--- src/rtl/ifetch_pkg.sv ---
// Shared definitions for the instruction-fetch stage: branch opcodes,
// 2-bit predictor counter encodings and the immediate sign-extend helper.
package ifetch_pkg;

  localparam logic [4:0] OP_B    = 5'b00010;
  localparam logic [4:0] OP_BEQZ = 5'b00100;
  localparam logic [4:0] OP_BNEZ = 5'b00101;
  localparam logic [4:0] OP_BTX  = 5'b01100;

  typedef enum logic [1:0] {
    CTR_SN = 2'b00,
    CTR_WN = 2'b01,
    CTR_WT = 2'b10,
    CTR_ST = 2'b11
  } ctr_e;

  localparam ctr_e CTR_RESET = CTR_WN;

  // Sign-extends either imm8 (field[7:0]) or imm11 (field[10:0]) to 64 bits;
  // callers truncate to their PC width, which keeps arithmetic modulo 2^PC_WIDTH.
  function automatic logic [63:0] sign_ext(input logic [10:0] field, input logic short_imm);
    if (short_imm) return {{56{field[7]}}, field[7:0]};
    else           return {{53{field[10]}}, field};
  endfunction

endpackage

--- src/rtl/ifetch_bp_if.sv ---
// Fetch-stage bus: imem instruction in, redirect/resolve inputs from the
// pipeline, PC and prediction outputs toward IF/ID.
interface ifetch_bp_if #(parameter int PC_WIDTH = 16);

  logic                stall_pc_i;
  logic [15:0]         instr_i;
  logic                jr_i;
  logic [PC_WIDTH-1:0] address_jr_i;
  logic                resolve_valid_i;
  logic [PC_WIDTH-1:0] resolve_pc_i;
  logic                resolve_taken_i;
  logic [PC_WIDTH-1:0] resolve_target_i;
  logic                resolve_pred_i;
  logic [PC_WIDTH-1:0] pc_o;
  logic [PC_WIDTH-1:0] pcplus1_o;
  logic                pred_taken_o;
  logic                flush_o;
  logic [PC_WIDTH-1:0] epc_o;

  modport master (
    output stall_pc_i, instr_i, jr_i, address_jr_i,
    output resolve_valid_i, resolve_pc_i, resolve_taken_i, resolve_target_i, resolve_pred_i,
    input  pc_o, pcplus1_o, pred_taken_o, flush_o, epc_o
  );

  modport slave (
    input  stall_pc_i, instr_i, jr_i, address_jr_i,
    input  resolve_valid_i, resolve_pc_i, resolve_taken_i, resolve_target_i, resolve_pred_i,
    output pc_o, pcplus1_o, pred_taken_o, flush_o, epc_o
  );

endinterface

--- src/rtl/ifetch_bp_bht.sv ---
// Untagged branch history table of 2-bit saturating counters. Combinational
// read; write lands on the clock edge, so a same-cycle read sees the old value.
module bht
  import ifetch_pkg::*;
#(
  parameter  int DEPTH = 16,
  localparam int IDX_W = $clog2(DEPTH)
) (
  input  logic             clk,
  input  logic             rst,
  input  logic [IDX_W-1:0] rd_idx,
  output ctr_e             rd_ctr,
  input  logic             wr_valid,
  input  logic [IDX_W-1:0] wr_idx,
  input  logic             wr_taken
);

  ctr_e ctr [DEPTH];

  assign rd_ctr = ctr[rd_idx];

  // Reset reinitialises every counter in one edge; otherwise saturating update.
  always_ff @(posedge clk) begin
    if (rst) begin
      for (int i = 0; i < DEPTH; i++) ctr[i] <= CTR_RESET;
    end else if (wr_valid) begin
      if (wr_taken && ctr[wr_idx] != CTR_ST)
        ctr[wr_idx] <= ctr_e'(ctr[wr_idx] + 2'd1);
      else if (!wr_taken && ctr[wr_idx] != CTR_SN)
        ctr[wr_idx] <= ctr_e'(ctr[wr_idx] - 2'd1);
    end
  end

endmodule

--- src/rtl/ifetch_bp.sv ---
// Instruction-fetch stage: holds the PC, partially decodes the fetched
// instruction to find branches, predicts via the BHT and applies redirects.
module ifetch_bp
  import ifetch_pkg::*;
#(
  parameter int                  PC_WIDTH  = 16,
  parameter int                  BHT_DEPTH = 16,
  parameter logic [PC_WIDTH-1:0] RESET_PC  = '0
) (
  input logic         CLK,
  input logic         RST,
  ifetch_bp_if.slave  bus
);

  localparam int IDX_W = $clog2(BHT_DEPTH);

  logic [PC_WIDTH-1:0] pc, pc_lock, epc, next_pc, imm, pc_plus1;
  logic [4:0]          op;
  logic                is_b, is_cond, ctr_taken, pred_taken, mispredict;
  ctr_e                rd_ctr;

  bht #(.DEPTH(BHT_DEPTH)) u_bht (
    .clk      (CLK),
    .rst      (RST),
    .rd_idx   (pc[IDX_W-1:0]),
    .rd_ctr   (rd_ctr),
    .wr_valid (bus.resolve_valid_i),
    .wr_idx   (bus.resolve_pc_i[IDX_W-1:0]),
    .wr_taken (bus.resolve_taken_i)
  );

  assign op         = bus.instr_i[15:11];
  assign pc_plus1   = pc + PC_WIDTH'(1);
  assign ctr_taken  = (rd_ctr == CTR_WT) || (rd_ctr == CTR_ST);
  assign mispredict = bus.resolve_valid_i && (bus.resolve_taken_i != bus.resolve_pred_i);

  // Branch decode and zero-latency prediction from the current pc/instruction.
  always_comb begin
    is_b       = (op == OP_B);
    is_cond    = (op == OP_BEQZ) || (op == OP_BNEZ) ||
                 ((op == OP_BTX) && (bus.instr_i[10:9] == 2'b00));
    imm        = PC_WIDTH'(sign_ext(bus.instr_i[10:0], !is_b));
    pred_taken = !RST && (is_b || (is_cond && ctr_taken));
  end

  // Next-PC selection; redirects outrank stall, jr outranks mispredict.
  always_comb begin
    next_pc = pc_plus1;
    if (bus.jr_i)
      next_pc = bus.address_jr_i;
    else if (mispredict)
      next_pc = bus.resolve_taken_i ? bus.resolve_target_i : bus.resolve_pc_i + PC_WIDTH'(1);
    else if (bus.stall_pc_i)
      next_pc = pc;
    else if (pred_taken)
      next_pc = pc_plus1 + imm;
  end

  // PC, previous-cycle PC and exception-PC registers.
  always_ff @(posedge CLK) begin
    if (RST) begin
      pc      <= RESET_PC;
      pc_lock <= RESET_PC;
      epc     <= '0;
    end else begin
      pc      <= next_pc;
      pc_lock <= pc;
      if (bus.jr_i)
        epc <= pc_lock;
      else if (mispredict)
        epc <= bus.resolve_pc_i;
    end
  end

  assign bus.pc_o         = pc;
  assign bus.pcplus1_o    = pc_plus1;
  assign bus.pred_taken_o = pred_taken;
  assign bus.flush_o      = !RST && (bus.jr_i || mispredict);
  assign bus.epc_o        = epc;

endmodule

--- src/flat_wrapper.sv ---
// flat-port wrapper written by rule: the top's interface ports become plain ports
module ifetch_bp_flat import ifetch_pkg::*;
#(
  parameter int                  PC_WIDTH  = 16,
  parameter int                  BHT_DEPTH = 16,
  parameter logic [PC_WIDTH-1:0] RESET_PC  = '0
)
  (CLK, RST, bus_stall_pc_i, bus_instr_i, bus_jr_i, bus_address_jr_i, bus_resolve_valid_i, bus_resolve_pc_i, bus_resolve_taken_i, bus_resolve_target_i, bus_resolve_pred_i, bus_pc_o, bus_pcplus1_o, bus_pred_taken_o, bus_flush_o, bus_epc_o);
  ifetch_bp_if #(.PC_WIDTH(PC_WIDTH)) bus_i ();
  input logic CLK;
  input logic RST;
  input wire logic [$bits(bus_i.stall_pc_i)-1:0] bus_stall_pc_i;
  input wire logic [$bits(bus_i.instr_i)-1:0] bus_instr_i;
  input wire logic [$bits(bus_i.jr_i)-1:0] bus_jr_i;
  input wire logic [$bits(bus_i.address_jr_i)-1:0] bus_address_jr_i;
  input wire logic [$bits(bus_i.resolve_valid_i)-1:0] bus_resolve_valid_i;
  input wire logic [$bits(bus_i.resolve_pc_i)-1:0] bus_resolve_pc_i;
  input wire logic [$bits(bus_i.resolve_taken_i)-1:0] bus_resolve_taken_i;
  input wire logic [$bits(bus_i.resolve_target_i)-1:0] bus_resolve_target_i;
  input wire logic [$bits(bus_i.resolve_pred_i)-1:0] bus_resolve_pred_i;
  output wire logic [$bits(bus_i.pc_o)-1:0] bus_pc_o;
  output wire logic [$bits(bus_i.pcplus1_o)-1:0] bus_pcplus1_o;
  output wire logic [$bits(bus_i.pred_taken_o)-1:0] bus_pred_taken_o;
  output wire logic [$bits(bus_i.flush_o)-1:0] bus_flush_o;
  output wire logic [$bits(bus_i.epc_o)-1:0] bus_epc_o;
  assign bus_i.stall_pc_i = bus_stall_pc_i;
  assign bus_i.instr_i = bus_instr_i;
  assign bus_i.jr_i = bus_jr_i;
  assign bus_i.address_jr_i = bus_address_jr_i;
  assign bus_i.resolve_valid_i = bus_resolve_valid_i;
  assign bus_i.resolve_pc_i = bus_resolve_pc_i;
  assign bus_i.resolve_taken_i = bus_resolve_taken_i;
  assign bus_i.resolve_target_i = bus_resolve_target_i;
  assign bus_i.resolve_pred_i = bus_resolve_pred_i;
  assign bus_pc_o = bus_i.pc_o;
  assign bus_pcplus1_o = bus_i.pcplus1_o;
  assign bus_pred_taken_o = bus_i.pred_taken_o;
  assign bus_flush_o = bus_i.flush_o;
  assign bus_epc_o = bus_i.epc_o;
  ifetch_bp #(.PC_WIDTH(PC_WIDTH), .BHT_DEPTH(BHT_DEPTH), .RESET_PC(RESET_PC)) u_core (.CLK(CLK), .RST(RST), .bus(bus_i));
endmodule
--- config.mk ---
export PLATFORM = sky130hd
export DESIGN_NAME = ifetch_bp_flat
export DESIGN_NICKNAME = d
export VERILOG_FILES = /design/src/rtl/ifetch_pkg.sv /design/src/rtl/ifetch_bp_if.sv /design/src/rtl/ifetch_bp_bht.sv /design/src/rtl/ifetch_bp.sv /design/src/flat_wrapper.sv
export SDC_FILE = /design/constraint.sdc
export NUM_CORES = 1
export LEC_CHECK = 0
export CORE_ASPECT_RATIO = 0.75
export CORE_MARGIN = 2
export CORE_UTILIZATION = 52
export DETAILED_ROUTE_END_ITERATION = 16
export GPL_TIMING_DRIVEN = 0
export HOLD_SLACK_MARGIN = 0.12
export PLACE_DENSITY_LB_ADDON = 0.05
export SYNTH_ARGS = -nofsm -noshare
export SYNTH_HDL_FRONTEND = slang
export SYNTH_SLANG_ARGS = --single-unit
--- constraint.sdc ---
create_clock -name CLK -period 4.6 [get_ports CLK]
set_clock_uncertainty 0.1 [all_clocks]
set_input_delay 0.92 -clock CLK [delete_from_list [all_inputs] [get_ports CLK]]
set_output_delay 0.92 -clock CLK [all_outputs]
set_load 0.03 [all_outputs]
==> results.ini <==
[outcome]
status = finished clean

[sta]
setup_viol = 0
slew_headroom_pct = 45.3
rsz0062_at_grt = no
max_freq_mhz = 226
setup_tns_ns = 0
hold_viol_final = 0
maxSlewViolCount = 0
tightest_slew_ns = 0.815
period_share_pct = 96.0
period_needed_ns = 4.42

[synthesis]
synth_ff_type = dfxtp_1
synth_edf_count = 32
synth_fp_nets = 758
ys_seq_area_share_pct = 35.4
syn_avg_cell_area_um2 = 8.51
async_reset_ff_share_pct = 0
synth_seq_cells = 84
yosysUniqueCellTypes = 64
syn_inst = 665
yosys_warnings = 0
syn-cell-area_um2 = 5660

[floorplan]
dieHeight_um = 94.3
core_um2 = 10500
ios = 121
std_cell_rows = 32
die_x_um = 124
die_area_um2 = 11700
start_util_pct = 54.1

[finish]
diodes = 0
stdcell_area_um2 = 7360
syn2layout_area_growth_pct = 30.0
fin_util_pct = 70.4
layout-drive-gt1-share_pct = 6.87
final_nets = 889

[power_and_ir_drop]
switchingPower_mw = 0.707
sw_frac_of_total_pct = 32.0
clkPwrFrac_pct = 32.9
leakage_nw = 2.73
peakVddDrop_uv = 184
p_int_mw = 1.50
p_seq_share_pct = 38.8
comb_power_share_pct = 28.3
p_per_area_nw_per_um2 = 300

[clocking]
root_buffer = clkbuf_16
cts_buffers = 9
clockBufferDepth = 2
clk_pin_slew_ns = 0.06
cts.sinks = 84
clock_latency_ns = 0.34
htreeDepth = 3
cts_tree = yes

[route]
first_iter_violations = 772
num_vias = 5906
drt_wl_total_mm = 19.5
drcViolationCount = 0
drtAntennaViolNets = 0
post_drt_wl_per_cell_um = 20.9
via_per_inst = 6.30
first_pass_iters = 5

[critical_path]
cp-end-kind = register
worst_ep_required_time_ns = 4.52
cp-start-kind = primary input
path_max_fanout = 10
arrival_ns = 4.33
path_class = in -> reg

[place]
place_area_um2 = 7010
hpwl_mm = 15.1
gp_congestion = 0.984
io_buffers = 118

[global_routing]
grt_max_degree = 15
grt_pass1_vias = 5433
overflow = 0
antenna_found_initial = 1
grt_pass1_wl_mm = 30.0
grt_usage_pct = 33.1

[flow_run]
cap_violations = 0

[min_path]
hold_class = reg -> reg

## power groups by stage
stage | logic (mW) | clock network (mW) | registers (mW)
floorplan | 0.333 | 0 | 0.891
global placement | 0.590 | 0 | 0.867
detailed placement | 0.604 | 0 | 0.869
CTS | 0.608 | 0.724 | 0.853
global route | 0.668 | 0.751 | 0.859
finish | 0.626 | 0.727 | 0.857
## what timing repair did
item,CTS,global route
hold buffers,0,0
setup buffers,0,2
pin swaps,0,1
setup endpoints to repair,24,27
gates resized for setup,1,15
## cells by family (layout without fill, tap and decap cells)
family          after synthesis  count (layout)  share of synthesized area [%]
flops                        84              84                           35.4
fa+ha+maj                    22              22                           5.00
simple gates                278             278                           23.6
xor+xnor                     43              43                           7.12
buf+inv                      56             192                           3.76
compound gates              154             154                           16.8
mux                          28              28                           8.32
## per-stage QoR
| stage | hold slack [ns] | setup WS, ns | power, mW | instances |
|---|---|---|---|---|
| 2_1_floorplan | 0.332 | 0.341 | 1.22 | 665 |
| 3_3_place_gp | 0.341 | -0.530 | 1.46 | 919 |
| 3_5_place_dp | 0.349 | -0.535 | 1.47 | 919 |
| 4_1_cts | 0.362 | 0.00598 | 2.18 | 935 |
| 5_1_grt | 0.382 | 0.0132 | 2.28 | 937 |
| 6_report | 0.362 | 0.182 | 2.21 | 937 |
## cell usage in the layout, fill, tap and decap left out, types with 10 or more instances in the layout
| cell | n |
|---|---|
| clkdlybuf4s50_1 | 118 |
| nand3_1 | 19 |
| xnor2_1 | 28 |
| nand4_1 | 10 |
| a21oi_1 | 62 |
| mux4_2 | 15 |
| clkbuf_1 | 24 |
| clkbuf_16 | 11 |
| nor3_1 | 15 |
| o21ai_0 | 29 |
| nand2_1 | 89 |
| nor2_1 | 80 |
| and2_1 | 11 |
| nor2b_1 | 15 |
| mux2i_1 | 11 |
| inv_1 | 21 |
| ha_1 | 21 |
| dfxtp_1 | 52 |
| xor2_1 | 13 |
| edfxtp_1 | 32 |
## final timing paths
path	slack [ns]	endpoint	depth (start not counted)	from
min	0.36	u_core.bus.epc_o[0]	2	u_core.pc_lock[0]
max reg2reg	0.33	u_core.bus.pc_o[14]	12	u_core.bus.pc_o[3]
min reg2reg	0.36	u_core.bus.epc_o[0]	2	u_core.pc_lock[0]
max	0.18	u_core.u_bht.ctr[14][0]	8	bus_resolve_pc_i[0]
## state kept, by name, summed over array words and instances, names as in the netlist, named ones only
register / count
u_core.bus.epc_o: 16
u_core.bus.pc_o: 16
u_core.pc_lock: 16
u_core.u_bht.ctr: 32
## Yosys cell counts, drive strengths merged, types with 3 or more instances
library cell,number,area (um^2)
nand2b,4,25.0
dfxtp,52,1040
nand3,19,95.1
a31oi,7,50.1
nor4b,4,41.3
nand4,11,83.8
nor2,80,300
a211oi,4,40.0
xor2,15,158
mux2i,11,110
mux4,15,338
nor3,16,91.3
o211ai,5,37.5
a21o,6,45.0
or2,3,18.8
a221oi,7,67.6
o22ai,4,25.0
nand2,89,334
a22o,3,26.3
o21ai,35,175
nor2b,15,93.8
nor4,6,37.5
and3,6,37.5
a21oi,63,315
and2,11,68.8
o21a,3,22.5
xnor2,28,245
ha,21,263
clkbuf,23,86.3
inv,23,86.3
buf,9,36.3
or3,6,37.5
edfxtp,32,961
## worst max-delay path, stage by stage
cell and delay, ns:
clkdlybuf4s50_1 0.63, clkbuf_4 0.33, mux4_2 0.60, mux4_2 0.53, and2_1 0.18, a211oi_2 0.43, nand2_1 0.34, o21ai_0 0.38
## layer usage
layer	GRT usage [%]	part of all wire [%]	wire, um
met5	0	0	0
met4	8.15	1.7	340
met3	10.8	15	2920
met2	48.0	42	8110
met1	48.0	42	8160
## area by class of cell
class / count / area, um^2
Buffer: 32 / 128
Clock buffer: 13 / 283
Clock inverter: 3 / 18.8
Fill cell: 837 / 3090
Inverter: 24 / 92.6
Multi-Input combinational cell: 525 / 3470
Sequential cell: 84 / 2000
Tap cell: 136 / 170
Timing Repair Buffer: 120 / 1200
No activity file was read; power rests on OpenSTA's default activity.
